File: src/rtl/draw_pkg.sv
// Shared drawing definitions: screen geometry, colour constants and fill FSM state encoding.
package draw_pkg;

    localparam int unsigned SCREEN_W = 640;
    localparam int unsigned SCREEN_H = 480;
    localparam int unsigned COL_W    = 3;

    typedef enum logic [1:0] {
        StIdle = 2'd0,
        StDraw = 2'd1,
        StDone = 2'd2
    } state_e;

    localparam logic [COL_W-1:0] BLACK = 3'b000;
    localparam logic [COL_W-1:0] BLUE  = 3'b001;
    localparam logic [COL_W-1:0] GREEN = 3'b010;
    localparam logic [COL_W-1:0] RED   = 3'b100;
    localparam logic [COL_W-1:0] WHITE = 3'b111;

    function automatic logic on_screen(input int unsigned x, input int unsigned y);
        return (x < SCREEN_W) && (y < SCREEN_H);
    endfunction

endpackage

File: src/rtl/rect_fill_engine_if.sv
// Command and pixel-stream bundle between the control FSM (master) and the fill engine (slave).
interface rect_fill_engine_if #(
    parameter int unsigned X_W   = 10,
    parameter int unsigned Y_W   = 9,
    parameter int unsigned DIM_W = 10,
    parameter int unsigned COL_W = 3
);

    logic             start;
    logic             abort;
    logic [X_W-1:0]   x0;
    logic [Y_W-1:0]   y0;
    logic [DIM_W-1:0] width;
    logic [DIM_W-1:0] height;
    logic [COL_W-1:0] colour_in;

    logic [X_W-1:0]   out_x;
    logic [Y_W-1:0]   out_y;
    logic [COL_W-1:0] out_colour;
    logic             plot;
    logic             busy;
    logic             done;

    modport master (
        output start, abort, x0, y0, width, height, colour_in,
        input  out_x, out_y, out_colour, plot, busy, done
    );

    modport slave (
        input  start, abort, x0, y0, width, height, colour_in,
        output out_x, out_y, out_colour, plot, busy, done
    );

endinterface

File: src/rtl/rect_raster_counter.sv
// Row-major dx/dy scan counter; exposes the post-step position so the owner can register it.
module rect_raster_counter #(
    parameter int unsigned DIM_W = 10
) (
    input  logic             clock,
    input  logic             resetn,
    input  logic             i_clear,
    input  logic             i_step,
    input  logic [DIM_W-1:0] i_width,
    input  logic [DIM_W-1:0] i_height,
    output logic [DIM_W-1:0] o_dx_adv,
    output logic [DIM_W-1:0] o_dy_adv,
    output logic             o_last
);

    logic [DIM_W-1:0] r_dx;
    logic [DIM_W-1:0] r_dy;
    logic             w_row_end;

    assign w_row_end = (r_dx == i_width - DIM_W'(1));
    assign o_last    = w_row_end && (r_dy == i_height - DIM_W'(1));
    assign o_dx_adv  = w_row_end ? '0 : r_dx + DIM_W'(1);
    assign o_dy_adv  = w_row_end ? r_dy + DIM_W'(1) : r_dy;

    always_ff @(posedge clock or negedge resetn) begin
        if (!resetn) begin
            r_dx <= '0;
            r_dy <= '0;
        end else if (i_clear) begin
            r_dx <= '0;
            r_dy <= '0;
        end else if (i_step) begin
            r_dx <= o_dx_adv;
            r_dy <= o_dy_adv;
        end
    end

endmodule

File: src/rtl/rect_fill_engine.sv
// Rectangle fill engine: one clipped pixel per clock in row-major order, then a one-cycle done.
module rect_fill_engine #(
    parameter int unsigned X_W   = 10,
    parameter int unsigned Y_W   = 9,
    parameter int unsigned DIM_W = 10,
    parameter int unsigned COL_W = 3
) (
    input logic               clock,
    input logic               resetn,
    rect_fill_engine_if.slave bus
);

    import draw_pkg::*;

    state_e           r_state;
    state_e           w_state_nxt;

    logic [X_W-1:0]   r_x0;
    logic [Y_W-1:0]   r_y0;
    logic [DIM_W-1:0] r_width;
    logic [DIM_W-1:0] r_height;
    logic [COL_W-1:0] r_colour;

    logic [X_W-1:0]   r_out_x,      w_out_x_nxt;
    logic [Y_W-1:0]   r_out_y,      w_out_y_nxt;
    logic [COL_W-1:0] r_out_colour, w_out_colour_nxt;
    logic             r_plot,       w_plot_nxt;
    logic             r_busy,       w_busy_nxt;
    logic             r_done,       w_done_nxt;

    logic             w_accept;
    logic             w_zero_size;
    logic             w_step;
    logic             w_last;
    logic [DIM_W-1:0] w_dx_adv;
    logic [DIM_W-1:0] w_dy_adv;
    logic [DIM_W-1:0] w_dx_src;
    logic [DIM_W-1:0] w_dy_src;
    logic [X_W-1:0]   w_base_x;
    logic [Y_W-1:0]   w_base_y;
    logic [COL_W-1:0] w_base_colour;
    logic [X_W:0]     w_sum_x;
    logic [Y_W:0]     w_sum_y;
    logic             w_visible;

    assign w_accept    = (r_state == StIdle) && bus.start && !bus.abort;
    assign w_zero_size = (bus.width == '0) || (bus.height == '0);

    rect_raster_counter #(
        .DIM_W (DIM_W)
    ) u_counter (
        .clock    (clock),
        .resetn   (resetn),
        .i_clear  (w_accept),
        .i_step   (w_step),
        .i_width  (r_width),
        .i_height (r_height),
        .o_dx_adv (w_dx_adv),
        .o_dy_adv (w_dy_adv),
        .o_last   (w_last)
    );

    // On the accept edge the operands are not yet latched, so address from the inputs at (0,0).
    assign w_base_x      = w_accept ? bus.x0 : r_x0;
    assign w_base_y      = w_accept ? bus.y0 : r_y0;
    assign w_base_colour = w_accept ? bus.colour_in : r_colour;
    assign w_dx_src      = w_accept ? '0 : w_dx_adv;
    assign w_dy_src      = w_accept ? '0 : w_dy_adv;

    assign w_sum_x   = {1'b0, w_base_x} + (X_W+1)'(w_dx_src);
    assign w_sum_y   = {1'b0, w_base_y} + (Y_W+1)'(w_dy_src);
    assign w_visible = on_screen(32'(w_sum_x), 32'(w_sum_y));

    always_comb begin
        w_state_nxt      = r_state;
        w_plot_nxt       = 1'b0;
        w_busy_nxt       = 1'b0;
        w_done_nxt       = 1'b0;
        w_step           = 1'b0;
        w_out_x_nxt      = r_out_x;
        w_out_y_nxt      = r_out_y;
        w_out_colour_nxt = r_out_colour;

        unique case (r_state)
            StIdle: begin
                if (w_accept) begin
                    w_busy_nxt = 1'b1;
                    if (w_zero_size) begin
                        w_state_nxt = StDone;
                        w_done_nxt  = 1'b1;
                    end else begin
                        w_state_nxt      = StDraw;
                        w_plot_nxt       = w_visible;
                        w_out_x_nxt      = w_sum_x[X_W-1:0];
                        w_out_y_nxt      = w_sum_y[Y_W-1:0];
                        w_out_colour_nxt = w_base_colour;
                    end
                end
            end
            StDraw: begin
                // Abort outranks completion, so the last pixel can still be cancelled.
                if (bus.abort) begin
                    w_state_nxt = StIdle;
                end else if (w_last) begin
                    w_state_nxt = StDone;
                    w_busy_nxt  = 1'b1;
                    w_done_nxt  = 1'b1;
                end else begin
                    w_step           = 1'b1;
                    w_busy_nxt       = 1'b1;
                    w_plot_nxt       = w_visible;
                    w_out_x_nxt      = w_sum_x[X_W-1:0];
                    w_out_y_nxt      = w_sum_y[Y_W-1:0];
                    w_out_colour_nxt = w_base_colour;
                end
            end
            StDone: begin
                w_state_nxt = StIdle;
            end
            default: begin
                w_state_nxt = StIdle;
            end
        endcase
    end

    always_ff @(posedge clock or negedge resetn) begin
        if (!resetn) begin
            r_state      <= StIdle;
            r_out_x      <= '0;
            r_out_y      <= '0;
            r_out_colour <= '0;
            r_plot       <= 1'b0;
            r_busy       <= 1'b0;
            r_done       <= 1'b0;
        end else begin
            r_state      <= w_state_nxt;
            r_out_x      <= w_out_x_nxt;
            r_out_y      <= w_out_y_nxt;
            r_out_colour <= w_out_colour_nxt;
            r_plot       <= w_plot_nxt;
            r_busy       <= w_busy_nxt;
            r_done       <= w_done_nxt;
        end
    end

    always_ff @(posedge clock or negedge resetn) begin
        if (!resetn) begin
            r_x0     <= '0;
            r_y0     <= '0;
            r_width  <= '0;
            r_height <= '0;
            r_colour <= '0;
        end else if (w_accept) begin
            r_x0     <= bus.x0;
            r_y0     <= bus.y0;
            r_width  <= bus.width;
            r_height <= bus.height;
            r_colour <= bus.colour_in;
        end
    end

    assign bus.out_x      = r_out_x;
    assign bus.out_y      = r_out_y;
    assign bus.out_colour = r_out_colour;
    assign bus.plot       = r_plot;
    assign bus.busy       = r_busy;
    assign bus.done       = r_done;

endmodule

File: src/flat_wrapper.sv
// flat-port wrapper written by rule: the top's interface ports become plain ports
module rect_fill_engine_flat import draw_pkg::*;
#(
    parameter int unsigned X_W   = 10,
    parameter int unsigned Y_W   = 9,
    parameter int unsigned DIM_W = 10,
    parameter int unsigned COL_W = 3
)
  (clock, resetn, bus_start, bus_abort, bus_x0, bus_y0, bus_width, bus_height, bus_colour_in, bus_out_x, bus_out_y, bus_out_colour, bus_plot, bus_busy, bus_done);
  rect_fill_engine_if #(.X_W(X_W), .Y_W(Y_W), .DIM_W(DIM_W), .COL_W(COL_W)) bus_i ();
  input logic clock;
  input logic resetn;
  input wire logic [$bits(bus_i.start)-1:0] bus_start;
  input wire logic [$bits(bus_i.abort)-1:0] bus_abort;
  input wire logic [$bits(bus_i.x0)-1:0] bus_x0;
  input wire logic [$bits(bus_i.y0)-1:0] bus_y0;
  input wire logic [$bits(bus_i.width)-1:0] bus_width;
  input wire logic [$bits(bus_i.height)-1:0] bus_height;
  input wire logic [$bits(bus_i.colour_in)-1:0] bus_colour_in;
  output wire logic [$bits(bus_i.out_x)-1:0] bus_out_x;
  output wire logic [$bits(bus_i.out_y)-1:0] bus_out_y;
  output wire logic [$bits(bus_i.out_colour)-1:0] bus_out_colour;
  output wire logic [$bits(bus_i.plot)-1:0] bus_plot;
  output wire logic [$bits(bus_i.busy)-1:0] bus_busy;
  output wire logic [$bits(bus_i.done)-1:0] bus_done;
  assign bus_i.start = bus_start;
  assign bus_i.abort = bus_abort;
  assign bus_i.x0 = bus_x0;
  assign bus_i.y0 = bus_y0;
  assign bus_i.width = bus_width;
  assign bus_i.height = bus_height;
  assign bus_i.colour_in = bus_colour_in;
  assign bus_out_x = bus_i.out_x;
  assign bus_out_y = bus_i.out_y;
  assign bus_out_colour = bus_i.out_colour;
  assign bus_plot = bus_i.plot;
  assign bus_busy = bus_i.busy;
  assign bus_done = bus_i.done;
  rect_fill_engine #(.X_W(X_W), .Y_W(Y_W), .DIM_W(DIM_W), .COL_W(COL_W)) u_core (.clock(clock), .resetn(resetn), .bus(bus_i));
endmodule
File: config.mk
export PLATFORM = sky130hd
export DESIGN_NAME = rect_fill_engine_flat
export DESIGN_NICKNAME = d
export VERILOG_FILES = /design/src/rtl/draw_pkg.sv /design/src/rtl/rect_fill_engine_if.sv /design/src/rtl/rect_raster_counter.sv /design/src/rtl/rect_fill_engine.sv /design/src/flat_wrapper.sv
export SDC_FILE = /design/constraint.sdc
export NUM_CORES = 1
export LEC_CHECK = 0
export BUFFER_PORTS_ARGS = -buffer_cell sky130_fd_sc_hd__buf_2
export CAP_MARGIN = 15
export CORE_ASPECT_RATIO = 0.6
export CORE_MARGIN = 5
export CORE_UTILIZATION = 50
export CTS_CLUSTER_DIAMETER = 200
export CTS_CLUSTER_SIZE = 20
export DETAILED_ROUTE_END_ITERATION = 12
export HOLD_SLACK_MARGIN = 0.03
export PLACE_DENSITY_LB_ADDON = 0.05
export SYNTH_ARGS = -nofsm -noshare
export SYNTH_HDL_FRONTEND = slang
export SYNTH_SLANG_ARGS = --single-unit
File: constraint.sdc
create_clock -name clock -period 4.6 [get_ports clock]
set_input_delay 0 -clock clock [delete_from_list [all_inputs] [get_ports clock]]
set_output_delay 0 -clock clock [all_outputs]
set_load 0.005 [all_outputs]
==> metrics.yaml <==
ys_ff_latch: 89
core_um2: 10600
final_layout_size_suffix_gt1_share_pct: 23.44
postLayoutCellArea_um2: 6887
finalWirelength_um: 14540
leakagePower_nw: 3.353
crit_path_end_kind: "register"
h-tree-depth: 3
crit_start: "u_core.r_width[0]"
clock_latency_ns: 0.35
power_frac_seq_pct: 40.5
rsz0062_at_grt: "true"
arrival_ns: 4.81
dpl.cell_count: 792
worst_pin_slew_ns: 1.015
critPathMaxFanout: 4
dp_hpwl_um: 9838
yosys_warnings: 0
rows: 29
hold_viol: 0
outcome: "finished clean"
initial_core_util_pct: 51.41
dieArea_um2: 13150
setup-tns-final_ns: 0
fillCellCount: 860
antenna_cells: 0
hold_slack_ns: 0.05682
drt-pass1-iter-count: 5
endpoint: "u_core.bus.plot"
startpoint_type: "register"
synth_edf_count: 0
grt_pass1_vias: 4749
grt_pass1_wl_um: 23160
drcViolationCount: 0
period_share_pct: 98.27
root_buffer: "clkbuf_16"
max_freq_ghz: 0.2212
track_usage_pct: 22.22
die_h_um: 90.85
numCtsBuffers: 9
drtAntennaViolNets: 0
area_growth_syn_to_layout_pct: 26.44
synth_cell_types: 64
netSwitchingPower_mw: 0.8416
r2r_setup_slack_ns: 0.08
syn_nets: 665
cp_data_required_time_ns: 4.89
regArea_um2: 2227
postPlaceCellArea_um2: 5981
synth_ff_type: "dfrtp_1"
cts_buffer_depth: 2
io_buffers: 70
synthCells: 594
p_sw_share_pct: 32.41
synthArstFlopShare_pct: 100.0
clock-sinks: 89
avgRoutedWirePerCell_um: 16.90
cap_violations: 0
fin_nets: 787
r2r_end: "u_core.bus.plot"
path_clk_slew_ns: 0.07
final-setup-viol-count: 0
power_frac_clock_pct: 28.5
relSlewSlack_pct: 32.08
fin_crit_ns: 4.521
peakVddDrop_uv: 226.8
antenna_found_initial: 0
final-instance-count-excl-fill: 860
p_int_mw: 1.755
pwr-share-comb_pct: 31.0
grt_max_degree: 55
gp_congestion: 0.8916
fin_util_pct: 65.00
viasPerCell: 5.534
cts_tree: "yes"
io-pin-count: 71
multiInputGateArea_um2: 3178
syn_area_um2: 5446
timing.rr.start: "u_core.r_width[0]"
hp-class: "in -> reg"
overflow: 0
via_count: 4759
crit_type: "reg -> reg"
synth_seq_area_share_pct: 40.89
postSynthAreaPerCell_um2: 9.169
powerDensity_nw_per_um2: 377.1
drt-initial-drc-count: 339
dieWidth_um: 144.7
clock_skew_ns: 0.01136
reg2reg_depth: 19
drv_slew: 0
worst max-delay path: stages (launching register included):
cell	delay (ns)
dfrtp_1	0.39
inv_2	0.08
ha_4	0.13
or4b_4	0.49
or3_1	0.40
o22ai_2	0.11
o2111ai_2	0.20
nor2_4	0.26
xnor2_2	0.15
nor2_1	0.07
ha_2	0.24
fa_2	0.42
a211oi_2	0.22
o21bai_1	0.12
a211o_1	0.30
a31oi_4	0.21
xnor2_2	0.09
and4_1	0.19
a2111oi_2	0.19
and4_1	0.22
routing by layer:
metal	part of all wire, %	GRT usage [%]	vias to the layer above
li1	-	-	2314
met5	0	0	-
met2	42	31.98	182
met3	6.8	6.190	22
met1	50	33.03	2241
met4	1.3	5.124	0
layout make-up:
| class | instances | area share (%) |
|---|---|---|
| clock buffer | 11 | 3.670 |
| clock inverter | 5 | 0.6359 |
| inverter | 8 | 0.4360 |
| multi-input combinational | 470 | 46.15 |
| sequential | 89 | 32.34 |
| tap | 139 | 2.525 |
| timing repair buffer | 138 | 14.24 |
through the flow:
stage	total power, mW	setup WS (ns)
3_3_place_gp	1.776	0.1297
5_1_grt	2.748	-0.06633
3_5_place_dp	1.797	-0.02411
4_1_cts	2.576	0.005733
2_1_floorplan	1.537	0.05798
6_report	2.597	0.07948
cell families (layout without fill, tap and decap cells):
logic type	after synthesis	in the layout	synth area share, %
AO/OA/AOI/OAI	95	95	12.11
XOR/XNOR	50	50	8.040
adder cells (fa/ha/maj)	25	25	6.019
buffers and inverters	35	162	2.871
flip-flops	89	89	40.89
multiplexers	26	26	6.570
AND/OR/NAND/NOR	274	274	23.50
Yosys cell counts, drive strengths merged, types with 3 or more instances:
cell	instances	share of area, %
a211oi	4	0.55
a21o	10	1.4
a21oi	29	2.7
and2	4	0.46
buf	7	0.94
clkbuf	20	1.4
dfrtp	89	41
ha	23	5.3
inv	8	0.55
mux2	24	6.2
nand2	146	10
nand2b	8	0.92
nand3	11	1.0
nand3b	4	0.55
nand4	7	0.80
nor2	36	2.5
nor2b	3	0.34
nor3	12	1.1
nor4	6	0.69
o211ai	4	0.55
o21ai	18	1.9
o31ai	6	0.83
or2	7	0.85
or3	12	1.4
or4	5	0.69
xnor2	29	4.7
xor2	21	3.4
state kept, by name, indices dropped and copies added (netlist names):
name / flops
u_core.bus.out_colour: 3
u_core.r_state: 2
u_core.r_height: 10
u_core.r_width: 10
u_core.bus.busy: 1
u_core.u_counter.r_dx: 10
u_core.bus.out_y: 9
u_core.bus.done: 1
u_core.r_x0: 10
u_core.u_counter.r_dy: 10
u_core.bus.plot: 1
u_core.bus.out_x: 10
u_core.r_colour: 3
u_core.r_y0: 9
cells in the final DEF (no fill, tap or decap), drive strengths merged, types with 3 or more instances in the layout:
cell type,netlist,final
a211oi,4,4
a21o,10,10
a21oi,29,29
and2,4,4
buf,7,94
clkbuf,20,11
dfrtp,89,89
dlygate4sd3,0,44
ha,23,23
inv,8,12
mux2,24,24
nand2,146,146
nand2b,8,8
nand3,11,11
nand3b,4,4
nand4,7,7
nor2,36,36
nor2b,3,3
nor3,12,12
nor4,6,6
o211ai,4,4
o21ai,18,18
o31ai,6,6
or2,7,7
or3,12,12
or4,5,5
xnor2,29,29
xor2,21,21
worst min-delay path by stage:
stage | endpoint | slack [ns] | cells after the start | from
after floorplan | u_core.bus.busy | -0.30 | 0 | resetn
after global routing | u_core.r_state[1] | 0.10 | 5 | bus_start
after detailed placement | u_core.bus.out_y[4] | 0.02 | 1 | resetn
after CTS | u_core.r_state[1] | 0.06 | 5 | bus_start
final | u_core.r_state[1] | 0.06 | 5 | bus_start
after global placement | u_core.bus.out_y[4] | 0.008 | 1 | resetn
power by group through the flow:
| stage | clock network, mW | registers (mW) | logic [mW] |
|---|---|---|---|
| 3_3_place_gp | 0 | 1.05 | 0.724 |
| 2_1_floorplan | 0 | 1.05 | 0.492 |
| 3_5_place_dp | 0 | 1.06 | 0.739 |
| 6_report | 0.741 | 1.05 | 0.804 |
| 4_1_cts | 0.750 | 1.05 | 0.775 |
| 5_1_grt | 0.781 | 1.07 | 0.896 |
repair_timing:
action	4_1_cts	5_1_grt
setup buffers	0	8
hold buffers	44	0
resized for setup	1	24
hold endpoints to repair	87	0
pin swaps	1	18
endpoints found under the setup margin	1	1
No activity file was read; power rests on OpenSTA's default activity.
